===== config.mk =====
export PLATFORM = sky130hd
export DESIGN_NAME = l2_port_arbiter
export DESIGN_NICKNAME = d
export VERILOG_FILES = /design/src/rtl/l2_port_arbiter.sv
export SDC_FILE = /design/constraint.sdc
export NUM_CORES = 1
export LEC_CHECK = 0
export BUFFER_PORTS_ARGS = -buffer_cell sky130_fd_sc_hd__buf_2
export CORE_MARGIN = 8
export CORE_UTILIZATION = 37
export DETAILED_ROUTE_END_ITERATION = 6
export GPL_TIMING_DRIVEN = 0
export PLACE_DENSITY_LB_ADDON = 0.15
export SYNTH_ARGS = -nofsm -noshare
export SYNTH_HDL_FRONTEND = slang
export SYNTH_SLANG_ARGS = --single-unit

===== constraint.sdc =====
create_clock -name clk -period 3.7 [get_ports clk]
set_clock_uncertainty 0.15 [all_clocks]
set_input_delay 0.74 -clock clk [delete_from_list [all_inputs] [get_ports clk]]
set_output_delay 0.74 -clock clk [all_outputs]
set_load 0.03 [all_outputs]

===== src/rtl/l2_port_arbiter.sv =====
// l2_port_arbiter: shares the single L2 request port between the icache and
// dcache controllers. One requester owns the port for a whole block
// transaction. Beats are steered back to that owner, and ownership passes
// round-robin when both controllers are asking.

package l2_port_arbiter_pkg;
  typedef enum logic {LOAD = 1'b0, STORE = 1'b1} memory_operation_e;
endpackage

module l2_port_arbiter
  import l2_port_arbiter_pkg::*;
#(
  parameter int ADDR_WIDTH      = 32,
  parameter int XLEN            = 32,
  parameter int WORDS_PER_BLOCK = 4
) (
  input  logic                  clk,
  input  logic                  reset,
  input  logic                  ic_req_valid,
  input  logic [ADDR_WIDTH-1:0] ic_req_address,
  output logic                  ic_grant,
  output logic                  ic_fetched_word_valid,
  input  logic                  dc_req_valid,
  input  memory_operation_e     dc_req_type,
  input  logic [ADDR_WIDTH-1:0] dc_req_address,
  input  logic [XLEN-1:0]       dc_store_word,
  output logic                  dc_grant,
  output logic                  dc_fetched_word_valid,
  output logic                  dc_store_word_ack,
  output logic                  l2_req_valid,
  output memory_operation_e     l2_req_type,
  output logic [ADDR_WIDTH-1:0] l2_req_address,
  output logic [XLEN-1:0]       l2_store_word,
  input  logic                  l2_fetched_word_valid,
  input  logic                  l2_store_word_ack
);

  localparam int CNT_W = $clog2(WORDS_PER_BLOCK);
  localparam logic [CNT_W-1:0] LAST_BEAT = CNT_W'(WORDS_PER_BLOCK - 1);

  typedef enum logic [1:0] {ST_IDLE, ST_GRANT_IC, ST_GRANT_DC} state_e;
  typedef enum logic {OWNER_IC, OWNER_DC} owner_e;

  state_e                state_q, state_d;
  logic [CNT_W-1:0]      count_q, count_d;
  memory_operation_e     type_q, type_d;
  logic [ADDR_WIDTH-1:0] address_q, address_d;
  owner_e                last_grant_q, last_grant_d;

  logic owner_valid;
  logic load_beat;
  logic store_beat;
  logic beat;

  // The owner must still be asserting valid for its beats to count; a dropped
  // valid is treated as an abort, so any beat in that cycle is discarded.
  assign owner_valid = ((state_q == ST_GRANT_IC) && ic_req_valid) ||
                       ((state_q == ST_GRANT_DC) && dc_req_valid);
  assign load_beat   = owner_valid && (type_q == LOAD)  && l2_fetched_word_valid;
  assign store_beat  = owner_valid && (type_q == STORE) && l2_store_word_ack;
  assign beat        = load_beat || store_beat;

  // State register: FSM state, beat counter, latched request and round-robin pointer.
  always_ff @(posedge clk) begin
    if (reset) begin
      state_q      <= ST_IDLE;
      count_q      <= '0;
      type_q       <= LOAD;
      address_q    <= '0;
      last_grant_q <= OWNER_IC;
    end else begin
      state_q      <= state_d;
      count_q      <= count_d;
      type_q       <= type_d;
      address_q    <= address_d;
      last_grant_q <= last_grant_d;
    end
  end

  // Next-state logic: arbitrate in idle, count beats down while granted.
  always_comb begin
    state_d      = state_q;
    count_d      = count_q;
    type_d       = type_q;
    address_d    = address_q;
    last_grant_d = last_grant_q;
    unique case (state_q)
      ST_IDLE: begin
        if (dc_req_valid && (!ic_req_valid || (last_grant_q == OWNER_IC))) begin
          state_d      = ST_GRANT_DC;
          type_d       = dc_req_type;
          address_d    = dc_req_address;
          count_d      = LAST_BEAT;
          last_grant_d = OWNER_DC;
        end else if (ic_req_valid) begin
          state_d      = ST_GRANT_IC;
          type_d       = LOAD;
          address_d    = ic_req_address;
          count_d      = LAST_BEAT;
          last_grant_d = OWNER_IC;
        end
      end
      ST_GRANT_IC, ST_GRANT_DC: begin
        if (!owner_valid) begin
          state_d = ST_IDLE;
          count_d = '0;
        end else if (beat) begin
          if (count_q == '0) begin
            state_d = ST_IDLE;
            count_d = '0;
          end else begin
            count_d = count_q - CNT_W'(1);
          end
        end
      end
      default: begin
        state_d = ST_IDLE;
        count_d = '0;
      end
    endcase
  end

  // Outputs: grants decode the state, beat strobes go only to the current owner.
  always_comb begin
    ic_grant              = (state_q == ST_GRANT_IC);
    dc_grant              = (state_q == ST_GRANT_DC);
    l2_req_valid          = (state_q != ST_IDLE);
    ic_fetched_word_valid = load_beat  && (state_q == ST_GRANT_IC);
    dc_fetched_word_valid = load_beat  && (state_q == ST_GRANT_DC);
    dc_store_word_ack     = store_beat && (state_q == ST_GRANT_DC);
    l2_req_type           = type_q;
    l2_req_address        = address_q;
    l2_store_word         = (state_q == ST_GRANT_DC) ? dc_store_word : '0;
  end

endmodule


### Yosys cells after proc, flatten, opt, wreduce, memory -nomap -nowiden

Cells that the tools add are included.
W data, S select, Z words.

* register bits: 38
* output and inout bits: 71

* multiplexer cells: 18
* $add $sub $neg: 1
* reduce and logical (&&, ||, !) cells: 22
* bitwise operators: 2
* eq/ne operators: 5

Operators by type and width (number)
* $mux W32: 3
* $mux W2: 10
* $logic_and A1 B1 Y1: 10
* $ne A3 B3 Y1 const B: 3
* $pmux W2 S2: 2
* $logic_not A2 Y1: 2
* $reduce_and A2 Y1: 2
* $reduce_bool A2 Y1: 2
* $logic_or A1 B1 Y1: 3
* $mux W1: 3
* $reduce_and A3 Y1: 1
* $eq A2 B1 Y1 const B: 1
* $eq A2 B2 Y1 const B: 1
* $not A1 Y1: 2
* $reduce_or A2 Y1: 1
* $sub A2 B1 Y2 const B: 1
* $logic_not A1 Y1: 1

### Depth between registers and ports, before layout

* depth in word-level cells: 9
* depth in mapped cells: 8
* mapped depth without buffers: 6

### Worst setup path after synthesis

OpenSTA, ideal clock, no wires.

* path kind: flip-flop to output port
* start: register state_q[1]
* end: output port dc_fetched_word_valid
* stages on the path, launching flop included: 6
* required time: 2.810 ns
* path slack: 1.054 ns
* data arrival time: 1.756 ns
* path buffers: 0
* path through: dfxtp_1 -> inv_1 -> ha_1 -> a21o_1 -> nand2_1 -> nor3b_1

* cells in the longest elaborated chain, start to end: 6
* elaborated cells on any way between the ends: 8

Ends and longest elaborated chain
* from (decl): RTL line 44 `state_e state_q, state_d;`
* from (signal assigned): RTL line 72 `state_q <= state_d;`
* $eq A2 B1 Y1
* net ic_grant: RTL line 21 `output logic ic_grant,`
* $logic_and A1 B1 Y1: RTL line 57 `assign owner_valid = ((state_q == ST_GRANT_IC) && ic_req_valid) ||`
* $logic_or A1 B1 Y1: RTL line 57
* $logic_and A1 B1 Y1 (2 in a row): RTL line 59 `assign load_beat = owner_valid && (type_q == LOAD) && l2_fetched_word_valid;`
* $logic_and A1 B1 Y1: RTL line 129 `dc_fetched_word_valid = load_beat && (state_q == ST_GRANT_DC);`
* to (decl): RTL line 28 `output logic dc_fetched_word_valid,`

The timed path passes the listed nets, and every way through them passes these cells.

### Worst setup path in the final report

* start: register state_q[0]
* end: output port l2_store_word[10]

* cells in the longest elaborated chain, start to end: 2

Ends and longest elaborated chain
* $eq A2 B2 Y1: RTL line 133 `l2_store_word = (state_q == ST_GRANT_DC) ? dc_store_word : '0;`
* $mux W32: RTL line 133
* to (decl): RTL line 33 `output logic [XLEN-1:0] l2_store_word,`

No other way between the ends.

==> out/results.tsv <==
stage	metric	value	unit
sta	RSZ-0062 raised after global routing	false	
placed_design	placed wire-length estimate	5521	um
cts	clk_lat worst skew	290	ps
cts	CTS root buf	clkbuf_8	
sta	Slew Limit Fails	0	
final_layout	Syn-to-layout area delta	51.76	%
critical_path	critical-path maximum fanout	10	
cts	clk slew on worst S/H paths	80	ps
critical_path	Worst setup EP type	output pin	
power	worst vdd ir	209.8	uV
global_route	gr ovfl total	0	
power	pwr/cell area	421.9	nW/um^2
min_path	Worst Hold Endpoint	last_grant_q	
sta	slew margin rel.	0.6751	
sta	Final Hold Viols	0	
flow_run	max_cap viols	0	
min_path	Hold/Removal Path Class	flop to flop	
critical_path	Required @ worst endpoint	2810	ps
sta	setup TNS	0	ps
global_route	largest net degree at the start of global routing	13	
power	Leakage	1.675	nW
critical_path	r2r worst-path depth	7	
min_path	hold path depth	1	
sta	Slew @ Worst Pin	487.4	ps
detailed_routing	drt wl/cell	13.89	um
cts	CTS resizes	0	
critical_path	Worst path slowest cell	dfxtp_1	
critical_path	CP peak stage delay	350	ps
yosys	largest area contributor in the netlist	dfxtp_1	
yosys	Synth top cells by count	dfxtp_1 (38), nor2_1 (36), mux2i_1 (33)	
critical_path	Worst Setup Path Type	flop to output pin	
critical_path	Worst EP arrival	1700	ps
sta	# setup viols final	0	
detailed_routing	Vias	2248	
yosys	syn avg cell area	8.946	um^2
final_layout	final net count	514	
power	Int Power	797.3	uW
final_layout	diodes inserted	0	
final_layout	Design Area, Final	3082	um^2
global_route	first-pass GRT wire length	10920	um
yosys	Seq/Total Area, Yosys	0.3746	
cts	H-tree depth	2	
yosys	most frequent cell after synthesis	dfxtp_1	
floorplanning	Ports	174	
power	Switching Power	503.0	uW
critical_path	Crit path max-delay family	buffers and inverters	
yosys	Mapped Area	2031	um^2
final_layout	layout cells sized above 1	0.4681	
detailed_routing	final WL	6666	um
cts	Post-CTS Setup Repair Bufs	0	
placed_design	IO Port Bufs	173	
status	status	completed	
critical_path	Worst R2R Start	state_q[1]	
global_route	initial antenna violation count	0	
floorplanning	width of the die	90.09	um
sta	Hold WS	332.1	ps
yosys	Ys Warns	0	
power	Comb power frac	0.386	
detailed_routing	Via density	4.683	
min_path	Hold Startpoint	last_grant_q	
detailed_routing	number of antenna-violating nets in the routed design	0	
floorplanning	die area	8115	um^2
cts	clk sinks	38	
yosys	Synth Register Bits	38	
yosys	Area contributors post-synth	dfxtp_1 (37%), mux2i_1 (16%), a211oi_1 (12%)	
floorplanning	Initial Util	0.3757	
sta	Tmin final	2594	ps
final_layout	Layout fillers	534	
yosys	area share of the largest cell type after synthesis	0.3746	
placed_design	placer congestion estimate	0.7693	
cts	Max clock buf depth	2	
floorplanning	Die H	90.09	um
critical_path	crit path cell chain	inv_1 -> ha_1 -> clkbuf_1 -> and2_1 -> buf_2	
critical_path	WP buf/inv	3	
placed_design	Post-Place Cell Area	2987	um^2
power	Seq pwr share	0.381	
yosys	Main synth FF type	dfxtp_1	
critical_path	crit start category	flop	
yosys	FFs w/ async S/R, synth	0	
yosys	Post-Synthesis Cells	227	
yosys	Distinct cells, synth	29	
critical_path	Reg2Reg Capture Point	l2_req_address[17]	
yosys	post-synth net total	334	
floorplanning	Rows	27	
global_route	vias in the first global route	2331	
sta	Max Clock Freq	0.3855	GHz
floorplanning	Core Area	5405	um^2
power	total power	1.300	mW
detailed_routing	initial detailed-routing violation count	69	
sta	Tcrit/Tclk final	0.7010	
detailed_routing	Initial DRT Pass Iterations	4	
yosys	EDFF count, synth	0	
critical_path	Worst R2R Setup Slack	1630	ps
global_route	gr usage total	0.1583	
power	clock power share	0.233	
cts	total CTS buffers	5	
cts	Hold-fix buffers, CTS	0	
cts	CTS tree	yes	
detailed_routing	DRC violations left	0	
power	Net Sw Frac	0.3868	
-- logic make-up (layout without fill, tap and decap cells) --
kind of cell,count (synthesis),after routing,share of synthesized area
and+or+nand+nor,81,81,0.2052
AOI/OAI and AO/OA,49,49,0.1768
DFF,38,38,0.3746
muxes,33,33,0.1627
buffers and inverters,22,203,0.05606
adders and majority gates,4,4,0.02465
-- cell type report --
type                    instances  area (um^2)  area share
plain buffers                  18        98.84     0.03207
clock buffers                   6        82.58     0.02680
repair buffers                173        865.8      0.2810
multi-input cells             167         1156      0.3752
well taps                      72        90.09     0.02923
inverters                       4        15.01    0.004872
clock inverters                 2        12.51    0.004060
flip-flops and latches         38        760.7      0.2469
-- power by group through the flow --
| stage | clock (mW) | combinational, mW | sequential (mW) |
|---|---|---|---|
| 5_1_grt | 0.334 | 0.547 | 0.503 |
| 3_5_place_dp | 0 | 0.509 | 0.504 |
| 2_1_floorplan | 0 | 0.240 | 0.601 |
| 6_report | 0.303 | 0.502 | 0.495 |
| 3_3_place_gp | 0 | 0.504 | 0.502 |
| 4_1_cts | 0.314 | 0.510 | 0.496 |
-- metal layers --
metal  routed length, um  global-route usage
met1                2873              0.1722
met2                3178              0.2779
met3                 554             0.06318
met4                  60             0.04161
met5                   0                   0
-- cells in the final DEF, fill, tap and decap left out, types with 2 or more instances in the layout --
cell / count
nor2_1: 36
buf_6: 3
or4_1: 2
nand3_1: 3
clkbuf_8: 6
o31ai_1: 2
a41o_1: 2
inv_1: 4
mux2i_1: 33
dfxtp_1: 38
a21oi_1: 4
nor3b_1: 2
clkbuf_1: 10
a211oi_1: 32
o21ai_0: 3
nand2_1: 3
ha_1: 4
and2_1: 32
buf_2: 176
-- worst max-delay path by stage --
stage	startpoint	slack, ps	to	cells after the start
detailed placement	ic_req_valid	1330	dc_fetched_word_valid	5
global route	state_q[0]	920	l2_store_word[13]	5
global placement	ic_req_valid	1320	dc_fetched_word_valid	5
CTS	state_q[0]	1090	l2_store_word[10]	5
floorplan	state_q[1]	1050	dc_fetched_word_valid	5
finish	state_q[0]	1110	l2_store_word[10]	5
-- sequential cells by signal, summed over array words and instances, names as in the netlist --
name	flops
state_q	2
l2_req_address	32
last_grant_q	1
l2_req_type	1
count_q	2
-- per-stage QoR --
stage,setup WS (ps),cells,util
floorplan,1054,227,-
finish,1106,480,0.5701
detailed placement,1329,472,0.5525
global placement,1321,472,0.5525
CTS,1089,480,0.5701
global route,917.5,480,0.5701
(Power assumes the default switching activity.)
